**src/rtl/ram_loader.sv**
```systemverilog
// Boot/debug loader: parses framed byte streams (HEADER, ADDR, COUNT, words, CHK)
// from a valid/ready source and writes the assembled 16-bit words into the data RAM.
module ram_loader #(
    parameter logic [7:0] HEADER         = 8'hA5,
    parameter int         ADDR_BITS      = 8,
    parameter int         TIMEOUT_CYCLES = 100000
) (
    input  logic        clock,
    input  logic        reset,
    input  logic [7:0]  in_data,
    input  logic        in_valid,
    output logic        in_ready,
    output logic        write_enable,
    output logic        read_enable,
    output logic [15:0] address,
    output logic [15:0] write_data,
    output logic        busy,
    output logic        done,
    output logic        error,
    output logic [1:0]  error_code
);

    localparam int TW = $clog2(TIMEOUT_CYCLES);

    typedef enum logic [2:0] {
        S_IDLE, S_ADDR, S_COUNT, S_DATA_HI, S_DATA_LO, S_WRITE, S_CHK
    } state_t;

    state_t               state, state_next;
    logic [ADDR_BITS-1:0] index;
    logic [8:0]           remaining;
    logic [7:0]           chk_acc;
    logic [TW-1:0]        timer;
    logic                 xfer;
    logic                 timeout_hit;

    assign xfer        = in_valid & in_ready;
    // The timer only runs while waiting on the source; WRITE never waits for a byte.
    assign timeout_hit = (state != S_IDLE) && (state != S_WRITE) && !xfer &&
                         (timer == TW'(TIMEOUT_CYCLES - 1));

    // NOTE: sequential state uses non-blocking assignments so every register
    // samples pre-edge values; blocking here would create order-dependent races.
    always_ff @(posedge clock or negedge reset) begin
        if (!reset) state <= S_IDLE;
        else        state <= state_next;
    end

    // NOTE: combinational blocks assign a default first so no path leaves a
    // signal unassigned, which would otherwise infer a latch.
    always_comb begin
        state_next = state;
        if (timeout_hit) begin
            state_next = S_IDLE;
        end else begin
            case (state)
                S_IDLE:    if (xfer && in_data == HEADER) state_next = S_ADDR;
                S_ADDR:    if (xfer) state_next = S_COUNT;
                S_COUNT:   if (xfer) state_next = S_DATA_HI;
                S_DATA_HI: if (xfer) state_next = S_DATA_LO;
                S_DATA_LO: if (xfer) state_next = S_WRITE;
                S_WRITE:   state_next = (remaining == 9'd1) ? S_CHK : S_DATA_HI;
                S_CHK:     if (xfer) state_next = S_IDLE;
                default:   state_next = S_IDLE;
            endcase
        end
    end

    always_comb begin
        in_ready     = (state != S_WRITE);
        write_enable = (state == S_WRITE);
        busy         = (state != S_IDLE);
    end

    assign read_enable = 1'b0;
    assign address     = 16'(index);

    always_ff @(posedge clock or negedge reset) begin
        if (!reset) begin
            timer <= '0;
        end else if (state == S_IDLE || state == S_WRITE || xfer) begin
            timer <= '0;
        end else begin
            timer <= timer + TW'(1);
        end
    end

    always_ff @(posedge clock or negedge reset) begin
        if (!reset) begin
            index      <= '0;
            remaining  <= '0;
            chk_acc    <= '0;
            write_data <= '0;
            done       <= 1'b0;
            error      <= 1'b0;
            error_code <= 2'b00;
        end else begin
            done  <= 1'b0;
            error <= 1'b0;
            if (timeout_hit) begin
                error      <= 1'b1;
                error_code <= 2'b10;
            end else begin
                case (state)
                    S_IDLE: begin
                        if (xfer && in_data == HEADER) begin
                            error_code <= 2'b00;
                            chk_acc    <= '0;
                        end
                    end
                    S_ADDR: begin
                        if (xfer) begin
                            index   <= ADDR_BITS'(in_data);
                            chk_acc <= chk_acc ^ in_data;
                        end
                    end
                    S_COUNT: begin
                        if (xfer) begin
                            remaining <= (in_data == 8'd0) ? 9'd256 : {1'b0, in_data};
                            chk_acc   <= chk_acc ^ in_data;
                        end
                    end
                    S_DATA_HI: begin
                        if (xfer) begin
                            write_data[15:8] <= in_data;
                            chk_acc          <= chk_acc ^ in_data;
                        end
                    end
                    S_DATA_LO: begin
                        if (xfer) begin
                            write_data[7:0] <= in_data;
                            chk_acc         <= chk_acc ^ in_data;
                        end
                    end
                    S_WRITE: begin
                        index     <= index + 1'b1;
                        remaining <= remaining - 9'd1;
                    end
                    S_CHK: begin
                        if (xfer) begin
                            if (in_data == chk_acc) begin
                                done <= 1'b1;
                            end else begin
                                error      <= 1'b1;
                                error_code <= 2'b01;
                            end
                        end
                    end
                    default: ;
                endcase
            end
        end
    end

endmodule

```
**config.mk**
```make
export PLATFORM = sky130hd
export DESIGN_NAME = ram_loader
export DESIGN_NICKNAME = d
export VERILOG_FILES = /design/src/rtl/ram_loader.sv
export SDC_FILE = /design/constraint.sdc
export NUM_CORES = 1
export LEC_CHECK = 0
export CAP_MARGIN = 5
export CORE_MARGIN = 2
export CORE_UTILIZATION = 54
export DETAILED_ROUTE_END_ITERATION = 8
export HOLD_SLACK_MARGIN = 0.03
export PLACE_DENSITY = 0.79
export SETUP_SLACK_MARGIN = 0.2
export SYNTH_ARGS = -nofsm -noshare
export SYNTH_HDL_FRONTEND = slang
export SYNTH_SLANG_ARGS = --single-unit
```
**constraint.sdc**
```tcl
create_clock -name clock -period 2.1 [get_ports clock]
set_input_delay 0.63 -clock clock [delete_from_list [all_inputs] [get_ports clock]]
set_output_delay 0.63 -clock clock [all_outputs]
set_load 0.03 [all_outputs]
```
==> results of run 1 <==
-- area by class of cell --
class	instances	area, um^2
clock buffer	11	141
clock inverter	5	55.1
fill	459	1880
inverter	8	32.5
multi-input combinational	252	1700
sequential	65	1630
tap	77	96.3
timing repair buffer	85	749
-- synth_stat cells (all sizes together), types with 3 or more instances --
library cell | number | share of area (%)
a21o | 10 | 2.2
a21oi | 22 | 3.2
a32oi | 3 | 0.76
and4 | 7 | 1.8
buf | 19 | 4.3
clkbuf | 15 | 1.6
dfrtp | 65 | 47
ha | 4 | 1.4
inv | 8 | 0.86
mux2 | 17 | 5.5
nand2 | 18 | 1.9
nand2b | 3 | 0.54
nand3 | 17 | 2.4
nand4 | 10 | 1.8
nor2 | 31 | 3.3
nor3 | 4 | 0.58
nor3b | 8 | 1.7
nor4 | 7 | 1.3
o2111ai | 8 | 2.0
o21ai | 17 | 2.6
o22ai | 3 | 0.54
or3 | 4 | 0.72
xor2 | 20 | 5.0
-- repair_timing --
item	CTS	global route
pin swaps	3	3
setup buffers	4	1
resized for setup	45	12
endpoints found under the setup margin	46	35
-- worst max-delay path by stage --
stage / from / endpoint / slack, ns
2_1_floorplan: state[2] / in_ready / 0.22
3_3_place_gp: in_data[4] / error_code[0] / -0.33
3_5_place_dp: in_data[4] / error_code[0] / -0.38
4_1_cts: state[2] / busy / -0.006
5_1_grt: state[2] / busy / 0.09
6_report: state[2] / busy / 0.14
-- stage by stage --
| stage | instances | setup WS [ns] | hold slack, ns | setup TNS, ns | utilization, % |
|---|---|---|---|---|---|
| floorplan | 359 | 0.220 | 0.334 | 0 | - |
| finish | 503 | 0.135 | 0.249 | 0 | 70.1 |
| global placement | 482 | -0.331 | 0.468 | -4.88 | 65.9 |
| detailed placement | 482 | -0.380 | 0.488 | -6.24 | 65.9 |
| CTS | 502 | -0.00642 | 0.291 | -0.00642 | 69.4 |
| global route | 503 | 0.0929 | 0.306 | 0 | 70.1 |
-- logic make-up after synthesis --
group	Yosys count	share of synthesized area, %
xor+xnor	22	5.54
fa+ha+maj	4	1.44
mux	19	6.08
buf+inv	42	6.80
compound gates	74	13.8
other cells	1	0.108
simple gates	124	19.5
flops	65	46.7
-- per-layer routing --
metal  vias up  track usage (%)
met5         -                0
met4         0             8.94
met3        17             5.11
met2        87             42.6
met1      1488             32.6
li1       1393                -
-- state kept, by name (all words and copies together) (netlist names) --
register and count:
timer 17, write_data 16, remaining 9, chk_acc 8, index 8, state 3, error_code 2, done 1
error 1
-- power by group --
group | internal, uW | switching (uW)
combinational | 1190 | 1690
clock | 576 | 483
sequential | 1710 | 378
total | 3470 | 2550
==> results.json, run 1 <==
{
  "grt_pass1_wl_um": 14100,
  "crit_required_ns": 1.47,
  "drcViolationCount": 0,
  "cp-start-kind": "register",
  "cp.arrival_ns": 1.33,
  "dpl_cell_area_um2": 4140,
  "worstPathCellList": "or3_4 -> clkbuf_4",
  "top_layer": "met4",
  "cts_made_buffers": 9,
  "grt_max_degree": 66,
  "criticalPathCategory": "register to output pin",
  "p_per_area_nw_per_um2": 1370,
  "async_flop_share_pct": 100,
  "max_stage_delay_ns": 0.40,
  "ir_drop_mv": 0.951,
  "dieArea_um2": 7100,
  "r2r-start": "state[0]",
  "rsz0062_at_grt": "true",
  "wl_met3_um": 373,
  "insertedDiodeCount": 0,
  "insertion_delay_ns": 0.36,
  "crit_slowest_cell": "dfrtp_1",
  "vias": 2985,
  "cp_max_fo": 3,
  "relSlewSlack_pct": 56.5,
  "fin_total_pwr_uw": 6020,
  "die_w_um": 84.3,
  "dr_wl_met2_um": 4400,
  "min_period_ns": 1.96,
  "ys_seq_area_share_pct": 46.7,
  "num_rows": 29,
  "syn_inst": 351,
  "final_cell_mix": "dfrtp_1 (65), buf_4 (40), nor2_1 (29), dlygate4sd2_1 (28), a21oi_1 (22)",
  "die_y_um": 84.3,
  "wirelength_um": 8530,
  "hold_viol": 0,
  "finalInstanceArea_um2": 4400,
  "timing.rr.end": "state[0]",
  "grt-ovfl-total": 0,
  "cp_top_family": "flip-flops",
  "tightest_slew_ns": 0.648,
  "ant_nets": 0,
  "firstDrtPassIters": 4,
  "hp-class": "input pin to asynchronous set/reset pin",
  "antenna_found_initial": 0,
  "gp_congestion": 0.847,
  "synth.distinct_cells": 49,
  "report.final.slew_viol_count": 0,
  "r2r_cells": 6,
  "ys.flop_type": "dfrtp_1",
  "wl_per_cell_um": 17.0,
  "synth_edf_count": 0,
  "finalSetupViolCount": 0,
  "status": "finished, final reports clean",
  "crit_path_end_kind": "output pin",
  "root_buffer": "clkbuf_8",
  "p_leak_uw": 0.00205,
  "place.port_buffers": 41,
  "fin_nets": 436,
  "ios": 51,
  "area_growth_pct": 26.4,
  "grt_util_all_layers_pct": 25.3,
  "syn_area_per_cell_um2": 9.91,
  "viasPerCell": 5.93,
  "place_hpwl_um": 5920,
  "first_global_vias": 2856,
  "period_share_pct": 93.6,
  "mostFrequentLayoutCell": "dfrtp_1",
  "core_um2": 6280,
  "path_buf_inv": 1,
  "wl_met1_um": 3600,
  "path_clk_slew_ns": 0.07,
  "cts_num_sinks": 65,
  "r2r_slack_ns": 0.31,
  "htreeDepth": 3,
  "ys_ff_latch": 65,
  "fmax_mhz": 509,
  "drive_above_1_share_pct": 22.1,
  "dr.first_iter.drc_count": 140,
  "cp_num_cells": 2,
  "clock_path_buffers": 2,
  "maxCapViolCount": 0,
  "netlist_area_um2": 3480,
  "cts_tree": "built",
  "synth_warnings": 0,
  "fin_skew_ns": 0.00618,
  "initial_core_util_pct": 55.4,
  "cts_hold_buffers": 0
}
No activity file was read; power rests on OpenSTA's default activity.
==> run 2, diff against run 1 <==
Settings changed: CAP_MARGIN 5 to 20.
==> results of run 2 <==
Same layout as run 1: the final DEF is identical, and so are final timing and power.
==> patch 1: new RTL, flow settings as in run 2 <==
Re-encode `state_t` (7 states) as one-hot, 7 bits wide.
--- a/src/rtl/ram_loader.sv
+++ b/src/rtl/ram_loader.sv
@@ -22,8 +22,8 @@
 
     localparam int TW = $clog2(TIMEOUT_CYCLES);
 
-    typedef enum logic [2:0] {
-        S_IDLE, S_ADDR, S_COUNT, S_DATA_HI, S_DATA_LO, S_WRITE, S_CHK
+    typedef enum logic [6:0] {
+        S_IDLE = 7'b0000001, S_ADDR = 7'b0000010, S_COUNT = 7'b0000100, S_DATA_HI = 7'b0001000, S_DATA_LO = 7'b0010000, S_WRITE = 7'b0100000, S_CHK = 7'b1000000
     } state_t;
 
     state_t               state, state_next;
Behaviour: same outputs for any inputs over 10 cycles, from zero or initial values and one cycle with reset low; not proved beyond that.
==> patch 1 against run 2 <==
Setup slack lost 690 ps; design area up 15%; area after synthesis rose by 4.5%; core utilization up 8.6 points; sequential share of layout area shrank 2.8 points; die area increased by 4.2%; routed wire length rose by 27%; critical path type unchanged; non-clock buffer count increased by 23; sequential cell count up 4; fmax is 26% lower; the run now ends with negative setup slack left.
Power is not compared: it rests on default switching activity, and its combinational part moved more than twofold at a synthesized area within 25%.
==> patch 1: results (changes against run 2) <==
detailed-route via count=3386 (was 2985); final net count=480 (was 436); CP top delay family=simple AND/OR/NAND/NOR gates (was flip-flops); Seq area share=34.2% (was 37.0%); Area contributors post-synth=dfrtp_1 (47%), mux2_2 (4.6%), xor2_1 (4.6%) (was dfrtp_1 (47%), mux2_2 (5.5%), xor2_1 (5.0%)); Synth Area in Compound Gates=13.6% (was 13.8%); vias in the first global route=3278 (was 2856); fin worst setup slack=-559 ps (was 135 ps); Detailed Route WL=10800 um (was 8530 um); metal3 WL=830 um (was 373 um); met1 WL=4460 um (was 3600 um); Critical Path Max Stage Delay=580 ps (was 400 ps); largest net degree at the start of global routing=32 (was 66); minimum hold slack=236 ps (was 249 ps); status=complete, but fails checks (was complete, no violations); flop-to-flop setup slack=-340 ps (was 310 ps); Area after DPL=4470 sq um (was 4140 sq um); clk_skew=11.1 ps (was 6.18 ps); Post-synth top cells=dfrtp_1 (68), nor2_1 (34), nand2_1 (27) (was dfrtp_1 (65), nor2_1 (31), a21oi_1 (22)); Multi-input gate area=1970 sq um (was 1700 sq um); Reg2Reg Depth=8 (was 6); Critical R2R Launch=state[3]$_DFFE_PN0P_ (was state[0]$_DFFE_PN0P_); Final Core Density=78.7% (was 70.1%); Place WS=-724 ps (was -380 ps); slowest cell on the critical path=or4_4 (was dfrtp_1); register area share after synthesis=47.5% (was 46.7%); Layout clock area frac=4.06% (was 4.47%); Gate Count Post-Synth=358 (was 351); worst-margin pin slew=564 ps (was 648 ps); final setup violation count=51 (was 0); FF+latch count=69 (was 65); Multi-input comb cells=269 (was 252); number of fill cells in the layout=382 (was 459); Signal buf overhead=20.1% (was 17.0%); Non-CTS buffers=108 (was 85); failing checks=negative setup slack; GPL Wtd Cong=0.892 (was 0.847); DP Wirelength=6380 um (was 5920 um); Sum Neg Setup Slack=-8290 ps (was 0 ps); initial DRC count=391 (was 140); first-pass GRT wire length=16200 um (was 14100 um); post-synthesis adder-cell area fraction=1.38% (was 1.44%)
-- patch 1: cell count changes in the layout (fill, tap and decap cells not counted), sizes merged, moves of 5 or more --
| cell | before | now |
|---|---|---|
| and4 | 7 | 1 |
| a221o | 0 | 7 |
| nor3 | 4 | 10 |
| buf | 47 | 69 |
| o2111ai | 8 | 0 |
| a21o | 10 | 1 |
| nor2b | 2 | 8 |
| nand2 | 18 | 28 |
| a21oi | 22 | 16 |
| nand4 | 10 | 5 |
-- patch 1: worst max path at each step --
stage                                    start                      to  slack [ps]
after CTS                 state[2]$_DFFE_PN0P_            write_enable        -520
final                     state[3]$_DFFE_PN0P_            write_enable        -560
after global placement              in_data[6]  chk_acc[7]$_DFFE_PN0P_        -580
after detailed placement            in_data[6]  chk_acc[0]$_DFFE_PN0P_        -720
after floorplan           state[1]$_DFFE_PN0P_            write_enable        -240
after global routing      state[3]$_DFFE_PN0P_            write_enable        -580
==> patch 2: new RTL, settings of run 2 <==
Made on the original files. Set the parameter `TIMEOUT_CYCLES` to 50000 (it was 100000).
--- a/src/rtl/ram_loader.sv
+++ b/src/rtl/ram_loader.sv
@@ -3,7 +3,7 @@
 module ram_loader #(
     parameter logic [7:0] HEADER         = 8'hA5,
     parameter int         ADDR_BITS      = 8,
-    parameter int         TIMEOUT_CYCLES = 100000
+    parameter int         TIMEOUT_CYCLES = 50000
 ) (
     input  logic        clock,
     input  logic        reset,
Behaviour: no difference found for any inputs over 10 cycles, from zero or initial values and one cycle with reset low; that may be too few to reach the edited logic, so the function may still have changed.
==> patch 2 against run 2 <==
The flow now finishes with violations (negative setup slack); count of clock-buffer cells in the layout increased by 1; sequential cell count decreased by 1; setup slack got worse by 140 ps; routed wire length increased by 1.4%; sequential share of layout area decreased by 0.59 points; core utilization increased by 3.1 points; first-iteration DRC count increased by 110%; clock skew increased by 4.5 ps; power increased by 0.14%; area after synthesis decreased by 1.9%; non-clock buffer count unchanged; design area increased by 0.23%; highest routed layer unchanged.
==> patch 2: results (changes against run 2) <==
Critical Path Max Stage Delay=400 ps (about the same); failing checks=negative setup slack; Placed Instances=478 (was 482); worst-path fanout max=4 (was 3); post-synth cell types=57 (was 49); DR WL met2=4060 um (was 4400 um); Synth Area in Compound Gates=15.7% (was 13.8%); CP Data Arrival Time=1470 ps (was 1330 ps); status=complete, but fails checks (was complete, no violations); register area share after synthesis=46.9% (was 46.7%); Synth Area per Inst=10.0 sq um (was 9.91 sq um); DR pass1 iterations=5 (was 4); Vias/cell=5.92 (was 5.93); Detailed Route WL=8650 um (was 8530 um); fin worst setup slack=-2.76 ps (was 135 ps); worst-margin pin slew=733 ps (was 648 ps); post-synthesis adder-cell area fraction=1.47% (was 1.44%); largest net degree at the start of global routing=42 (was 66); Int Pwr=3.50 mW (was 3.47 mW); Post-synth top cells=dfrtp_1 (64), nor2_1 (30), a21oi_1 (22), o21ai_0 (22), mux2_2 (18) (was dfrtp_1 (65), nor2_1 (31), a21oi_1 (22)); biggest regs=timer (16), write_data (16), remaining (9) (was timer (17), write_data (16), remaining (9)); initial DRC count=292 (was 140); CP top delay family=buffers and inverters (was flip-flops); Non-Filler Instances=499 (was 503); GRT Util Overall=25.3% (about the same); Diodes inserted=0 (unchanged); Final Core Density=73.2% (was 70.1%); DP Wirelength=5980 um (was 5920 um); number of fill cells in the layout=448 (was 459); Yosys warnings=0 (unchanged); final net count=435 (was 436); first-pass GRT wire length=14000 um (was 14100 um); slowest cell on the critical path=dfrtp_1 (unchanged); final setup violation count=1 (was 0); Worst VDD drop=0.00106 V (was 0.000951 V); post-synthesis xor/xnor area fraction=4.88% (was 5.54%); clk_skew=10.7 ps (was 6.18 ps); GPL Wtd Cong=0.881 (was 0.847); Sum Neg Setup Slack=-2.76 ps (was 0 ps); Area after DPL=4110 sq um (was 4140 sq um); metal3 WL=553 um (was 373 um); proportion of layout cells with a drive suffix above 1=23.8% (was 22.1%); vias in the first global route=2907 (was 2856); most used flip-flop cell after synthesis=dfrtp_1 (unchanged); mux cell area share after synthesis=5.94% (was 6.08%); met1 WL=3780 um (was 3600 um); Lkg Pwr=1.90 nW (was 2.05 nW); CTS root buffer=clkbuf_8 (unchanged); Clk Latency, worst-skew pair=350 ps; htree depth=3 (unchanged); clk slew on worst S/H paths=70 ps (about the same); Area contributors post-synth=dfrtp_1 (47%), mux2_2 (5.9%), nor2_1 (3.3%) (was dfrtp_1 (47%), mux2_2 (5.5%), xor2_1 (5.0%))
## patch 2: logic make-up after synthesis
logic type | Yosys count
simple gates | 120
flops | 64
xor+xnor | 19
mux | 18
fa+ha+maj | 4
compound gates | 82
other cells | 1
buf+inv | 33
## patch 2: worst register-to-register path, delay by kind of cell (launching register included)
kind | cells | cell delay [ps]
buffers and inverters | 3 | 490
AND/OR/NAND/NOR | 2 | 360
AO/OA/AOI/OAI | 2 | 580
flip-flops | 1 | 400
## patch 2: cell type report
type / count / share of cell area (%)
clock buffers: 12 / 3.75
inverters: 8 / 0.681
flip-flops and latches: 64 / 36.4
repair buffers: 85 / 17.1
clock inverters: 3 / 0.908
multi-input cells: 252 / 39.0
well taps: 75 / 2.13
## patch 2: metal layers
metal	up-vias	track usage, %
li1	1390	-
met3	28	5.84
met2	128	37.8
met1	1408	35.3
met4	0	11.4
met5	-	0
## patch 2: through the flow
| step | hold WS (ps) | setup slack, ps |
|---|---|---|
| after floorplan | 334 | 193 |
| after global placement | 448 | -353 |
| after detailed placement | 459 | -413 |
| after CTS | 200 | 31.1 |
| after global routing | 214 | -22.6 |
| final | 200 | -2.76 |
## patch 2: repair_timing
action / 4_1_cts / 5_1_grt
setup buffers: 4 / 2
setup endpoints to repair: 53 / 30
resized for setup: 47 / 24
pin swaps: 6 / 5
## patch 2: worst paths after layout
path | startpoint | to | slack [ps] | depth (start not counted)
max | state[1]$_DFFE_PN0P_ | write_enable | -3 | 4
min | reset | remaining[5]$_DFFE_PN0P_ | 200 | 1
max reg2reg | state[1]$_DFFE_PN0P_ | chk_acc[5]$_DFFE_PN0P_ | 210 | 7
min reg2reg | timer[0]$_DFF_PN0_ | timer[0]$_DFF_PN0_ | 470 | 1
max in group asynchronous | reset | timer[4]$_DFF_PN0_ | 1340 | 2
min in group clock | timer[0]$_DFF_PN0_ | timer[0]$_DFF_PN0_ | 470 | 1
## patch 2: power groups by stage
stage	Sequential (mW)	Clock, mW	Combinational (mW)
after global routing	2.17	1.17	3.03
after CTS	2.08	1.10	2.74
final	2.10	1.10	2.83
after global placement	2.07	0	2.76
after detailed placement	2.10	0	2.83
after floorplan	2.50	0	1.38
